**config.mk**
```make
export PLATFORM = sky130hd
export DESIGN_NAME = pattern_seq_ctrl
export DESIGN_NICKNAME = d
export VERILOG_FILES = /design/src/rtl/pattern_seq_ctrl.sv
export SDC_FILE = /design/constraint.sdc
export NUM_CORES = 1
export LEC_CHECK = 0
export BUFFER_PORTS_ARGS = -buffer_cell sky130_fd_sc_hd__buf_4
export CAP_MARGIN = 10
export CORE_UTILIZATION = 33
export CTS_BUF_LIST = sky130_fd_sc_hd__clkbuf_4
export DETAILED_ROUTE_END_ITERATION = 8
export GPL_ROUTABILITY_DRIVEN = 1
export PLACE_DENSITY = 0.54
export SLEW_MARGIN = 30
export SYNTH_ARGS = -nofsm -noshare
export SYNTH_HDL_FRONTEND = slang
export SYNTH_SLANG_ARGS = --single-unit
```
**constraint.sdc**
```tcl
create_clock -name clk -period 2.33 [get_ports clk]
set_clock_uncertainty 0.15 [all_clocks]
set_input_delay 0.466 -clock clk [delete_from_list [all_inputs] [get_ports clk]]
set_output_delay 0.466 -clock clk [all_outputs]
set_load 0.01 [all_outputs]
```
**src/rtl/pattern_seq_ctrl.sv**
```systemverilog
// Pattern sequencer: owns the single-port LED pattern RAM, paces playback by tick, start/stop/step, loop window.
// Latency: a read issued in cycle T updates leds/pc from T+1; host writes complete in the cycle wr_valid && wr_ready.
// Backpressure: playback reads own the RAM; wr_ready drops in any read cycle. Optional build macro: PATSEQ_ONESHOT_EN.
module pattern_seq_ctrl #(
  parameter int WIDTH = 3,
  parameter int DEPTH = 21,
  parameter int AW    = 5
) (
  input  logic             clk,
  input  logic             rst_n,
  input  logic             tick,
  input  logic             start,
  input  logic             stop,
  input  logic             step,
  input  logic [AW-1:0]    loop_start,
  input  logic [AW-1:0]    loop_end,
  input  logic             wr_valid,
  output logic             wr_ready,
  input  logic [AW-1:0]    wr_addr,
  input  logic [WIDTH-1:0] wr_data,
  output logic [WIDTH-1:0] leds,
  output logic [AW-1:0]    pc,
  output logic             busy,
  output logic             done
);

  typedef enum logic [1:0] {
    IDLE = 2'd0,
    RUN  = 2'd1,
    HOLD = 2'd2
  } state_t;

  localparam logic [AW-1:0] LAST = AW'(DEPTH - 1);

  state_t           state;
  logic [AW-1:0]    win_start;
  logic [AW-1:0]    win_end;
  logic [WIDTH-1:0] mem [DEPTH];

  logic [AW-1:0]    san_start;
  logic [AW-1:0]    san_end;
  logic             rd_tick;
  logic             rd_step;
  logic             rd_en;
  logic             at_end;
  logic [AW-1:0]    pc_adv;
  logic             wr_fire;

  // Clamp the requested window into the RAM; an inverted window collapses to one entry.
  always_comb begin
    san_start = loop_start;
    san_end   = loop_end;
    if (int'(loop_start) >= DEPTH) begin
      san_start = '0;
    end
    if (int'(loop_end) >= DEPTH) begin
      san_end = LAST;
    end
    if (san_end < san_start) begin
      san_end = san_start;
    end
  end

  // Decide whether the RAM is read this cycle; start outranks stop and step.
  always_comb begin
    rd_tick = (state == RUN) && tick && !stop && !start;
    rd_step = (state == HOLD) && step && !start;
    rd_en   = start || rd_tick || rd_step;
  end

  // Next program counter inside the loop window.
  always_comb begin
    at_end = (pc == win_end);
    pc_adv = at_end ? win_start : (pc + 1'b1);
  end

  // Host port only gets the RAM in cycles with no playback read; out-of-range writes are swallowed.
  always_comb begin
    wr_ready = !rd_en;
    wr_fire  = wr_valid && wr_ready && (int'(wr_addr) < DEPTH);
  end

  assign busy = (state == RUN);

  // Pattern RAM write port; contents survive reset.
  always_ff @(posedge clk) begin
    if (wr_fire) begin
      mem[wr_addr] <= wr_data;
    end
  end

`ifdef PATSEQ_ONESHOT_EN
  logic done_q;
  assign done = done_q;
`else
  assign done = 1'b0;
`endif

  // Playback FSM: owns state, window, pc and the registered leds.
  always_ff @(posedge clk or negedge rst_n) begin
    if (!rst_n) begin
      state     <= IDLE;
      leds      <= '0;
      pc        <= '0;
      win_start <= '0;
      win_end   <= LAST;
`ifdef PATSEQ_ONESHOT_EN
      done_q    <= 1'b0;
`endif
    end else begin
`ifdef PATSEQ_ONESHOT_EN
      done_q <= 1'b0;
`endif
      if (start) begin
        // Restart from any state: show the first entry now and park pc on it.
        win_start <= san_start;
        win_end   <= san_end;
        leds      <= mem[san_start];
        pc        <= san_start;
        state     <= RUN;
      end else begin
        case (state)
          IDLE: begin
            // Nothing moves until start.
          end
          RUN: begin
            if (stop) begin
              state <= HOLD;
            end else if (tick) begin
              leds <= mem[pc];
`ifdef PATSEQ_ONESHOT_EN
              if (at_end) begin
                pc     <= win_start;
                state  <= HOLD;
                done_q <= 1'b1;
              end else begin
                pc <= pc + 1'b1;
              end
`else
              pc <= pc_adv;
`endif
            end
          end
          HOLD: begin
            // Single-step always wraps, even in the one-shot build.
            if (step) begin
              leds <= mem[pc];
              pc   <= pc_adv;
            end
          end
          default: begin
            state <= IDLE;
          end
        endcase
      end
    end
  end

endmodule

```
==> flow_metrics.env <==
export IMPL_outcome="finished, final reports clean"
export IMPL_grtUsageTotal=0.1927
export IMPL_yosysTopAreaCell="edfxtp_1"
export IMPL_finalHoldViolations=0
export IMPL_period_share=0.9657
export IMPL_setup_repair_after_global_routing_missed_its_margin="no"
export IMPL_final_nets=514
export IMPL_grt_pass1_vias=3757
export IMPL_antennaDiodeCount=0
export IMPL_grt_antenna_before_repair=0
export IMPL_setup_tns_final_ns=0
export IMPL_die_width_um=122.9
export IMPL_switching_power_w=0.001017
export IMPL_cp_data_arrival_time_ns=1.63
export IMPL_setup_reg_to_reg_worst_slack_ns=0.14
export IMPL_timing_fmax_mhz=444.4
export IMPL_netlist_area_sq_um=4823
export IMPL_worst_r2r_endpoint="mem[8][1]$_DFFE_PP_"
export IMPL_crit_end="wr_ready"
export IMPL_regToRegStartpoint="state[0]$_DFFE_PN0P_"
export IMPL_syn_nets=451
export IMPL_ios=36
export IMPL_fp_dieArea_sq_um=15100
export IMPL_worstSetupStartpointType="flip-flop"
export IMPL_power_per_cell_area_nw_per_um2=590.0
export IMPL_power_internal_w=0.002359
export IMPL_p_leak_nw=2.058
export IMPL_synth_most_common_cell="edfxtp_1"
export IMPL_globalRoute_totalOverflow=0
export IMPL_slew_violations=0
export IMPL_drt_initial_drc_count=279
export IMPL_clock_power_share=0.260
export IMPL_ys_types=72
export IMPL_comb_power_share=0.236
export IMPL_worstPathMaxFanout=5
export IMPL_core_area_sq_um=14040
export IMPL_clk_pin_slew_worst_paths_ns=0.15
export IMPL_place_congestion=0.9315
export IMPL_power_w=0.003376
export IMPL_criticalPathCategory="flip-flop to output pin"
export IMPL_crit_start="state[0]$_DFFE_PN0P_"
export IMPL_tritoncts="done"
export IMPL_via_count=3750
export IMPL_ys_seq_elements=83
export IMPL_crit_path_end_kind="output pin"
export IMPL_grt_start_max_net_pins=30
export IMPL_syn_inst=422
export IMPL_grt_pass1_wl_um=21180
export IMPL_ys_flop_type="edfxtp_1"
export IMPL_number_of_setup_violations_in_the_final_report=0
export IMPL_min_period_ns=2.250
export IMPL_max_clock_path_buffers=2
export IMPL_crit_required_ns=1.71
export IMPL_htree_num_levels=3
export IMPL_peak_ir_drop_on_the_vdd_network_mv=0.3466
export IMPL_area_growth_pct=18.63
export IMPL_drc_violations=0
export IMPL_syn_avg_cell_area_sq_um=11.43
export IMPL_synth_yosys_seq_area_share=0.4965
export IMPL_max_cap_violations=0
export IMPL_hpwlAfterDp_um=10200
export IMPL_ys_top_cells_by_area="edfxtp_1, dfrtp_1, mux4_2, mux4_1, nor2_1"
export IMPL_clock_latency_ns=0.49
export IMPL_netSwitchingFraction=0.3012
export IMPL_synth_edff_count=63
export IMPL_drt_wl_cell_um=20.28
export IMPL_die_height_um=122.9
export IMPL_yosys_warning_count=0
export IMPL_initial_core_util=0.3435
export IMPL_drt_vias_per_instance=5.597
export IMPL_buffer_ports_inserted=34
export IMPL_numCtsBuffers=9
export IMPL_max_slew_margin_rel=0.6549
export IMPL_post_synth_most_frequent_cells="edfxtp_1, nor2_1, nand2_1"
export IMPL_synth_top_area_share=0.3922
export IMPL_worstHoldStart="start"
export IMPL_final_layout_size_suffix_gt1_frac=0.2837
export IMPL_clkSinkCount=83
export IMPL_seq_power_share=0.505
export IMPL_worstRegToRegCells=6
export IMPL_antenna_violating_nets_post_route=0
export IMPL_final_routed_wirelength_across_all_metal_layers_um=13590
export IMPL_holdCritPathClass="input port to flip-flop"
export IMPL_async_flop_share=0.2410
export IMPL_drt_pass1_iter_count=5
export IMPL_fp_row_count=43
export IMPL_worst_slew_pin_slew_ns=0.5177
export IMPL_clock_root_buffer="clkbuf_4"
placed cells by master (no fill, tap or decap), drive strengths merged, types with 6 or more instances in the layout:
cell type and n:
mux2i 11, xnor2 7, nand3 18, o21ai 19
o22ai 7, nand2 28, nor4 6, inv 19
mux2 7, dfrtp 18, buf 81, clkbuf 10
a21oi 11, nor3 9, nor2 35, nor2b 10
mux4 15, edfxtp 63, a31oi 8, nand2b 14
o221ai 7
final cells by class:
class,instances,area [sq um]
clock buffer,10,75.07
sequential,83,2395
inverter,17,66.31
timing repair buffer,82,643.1
fill,1326,8320
tap,180,225.2
clock inverter,6,71.32
multi-input combinational,292,2246
how the worst min path moves through the flow:
stage                           endpoint  cells after the start
detailed placement  state[0]$_DFFE_PN0P_                      1
global placement    state[1]$_DFFE_PN0P_                      1
CTS                 state[1]$_DFFE_PN0P_                      2
finish              state[1]$_DFFE_PN0P_                      2
global route        state[1]$_DFFE_PN0P_                      2
floorplan            leds[0]$_DFFE_PN0P_                      0
through the flow:
step,utilization,instance area (sq um),std cells,hold slack (ns),setup WS [ns]
floorplan,-,4870,422,0.02041,0.004932
global placement,0.3929,5518,650,0.2116,-0.07197
detailed placement,0.3929,5518,650,0.2211,-0.1821
CTS,0.4059,5699,669,0.06215,0.006816
global route,0.4075,5722,670,0.08964,0.002905
finish,0.4075,5722,670,0.08208,0.07986
sequential cells by signal, summed over array words and instances (netlist names):
| signal | cells |
|---|---|
| mem | 63 |
| pc | 5 |
| win_end | 5 |
| win_start | 5 |
| leds | 3 |
| state | 2 |
layer usage:
| layer | wire (um) | part of all wire | up-vias | track usage |
|---|---|---|---|---|
| met5 | 0 | 0 | - | 0 |
| met4 | 408 | 0.030 | 0 | 0.08994 |
| met3 | 692 | 0.051 | 29 | 0.03967 |
| met2 | 6270 | 0.46 | 119 | 0.3069 |
| met1 | 6219 | 0.46 | 1839 | 0.2512 |
| li1 | - | - | 1763 | - |
critical path, cell delays in order, from the launching register on:
cell	delay [ns]
dfrtp_1	0.41
nor2b_4	0.14
a32oi_2	0.28
nand2b_4	0.12
inv_4	0.07
buf_4	0.11
power groups by stage:
stage | Sequential (W) | Combinational, W | Clock (W)
detailed placement | 0.00174 | 0.000779 | 0
global placement | 0.00173 | 0.000768 | 0
CTS | 0.00170 | 0.000791 | 0.000900
finish | 0.00170 | 0.000796 | 0.000876
global route | 0.00171 | 0.000862 | 0.000959
floorplan | 0.00171 | 0.000510 | 0
timing repair:
action                                  4_1_cts  5_1_grt
hold buffers                                  1        0
endpoints found under the hold margin        20        0
buffers inserted                              2        1
endpoints found under the setup margin        1        7
gates resized for setup                       3        5
pin swaps                                     1        1
cell families after synthesis:
kind of cell | count (synthesis) | synth area share
and+or+nand+nor | 139 | 0.1466
AOI/OAI and AO/OA | 108 | 0.1678
DFF | 83 | 0.4965
buffers and inverters | 47 | 0.05214
muxes | 33 | 0.1131
xor gates and xnor gates | 7 | 0.01271
adders and majority gates | 4 | 0.01038
other | 1 | 0.0007775
No activity file was read; power rests on OpenSTA's default activity.
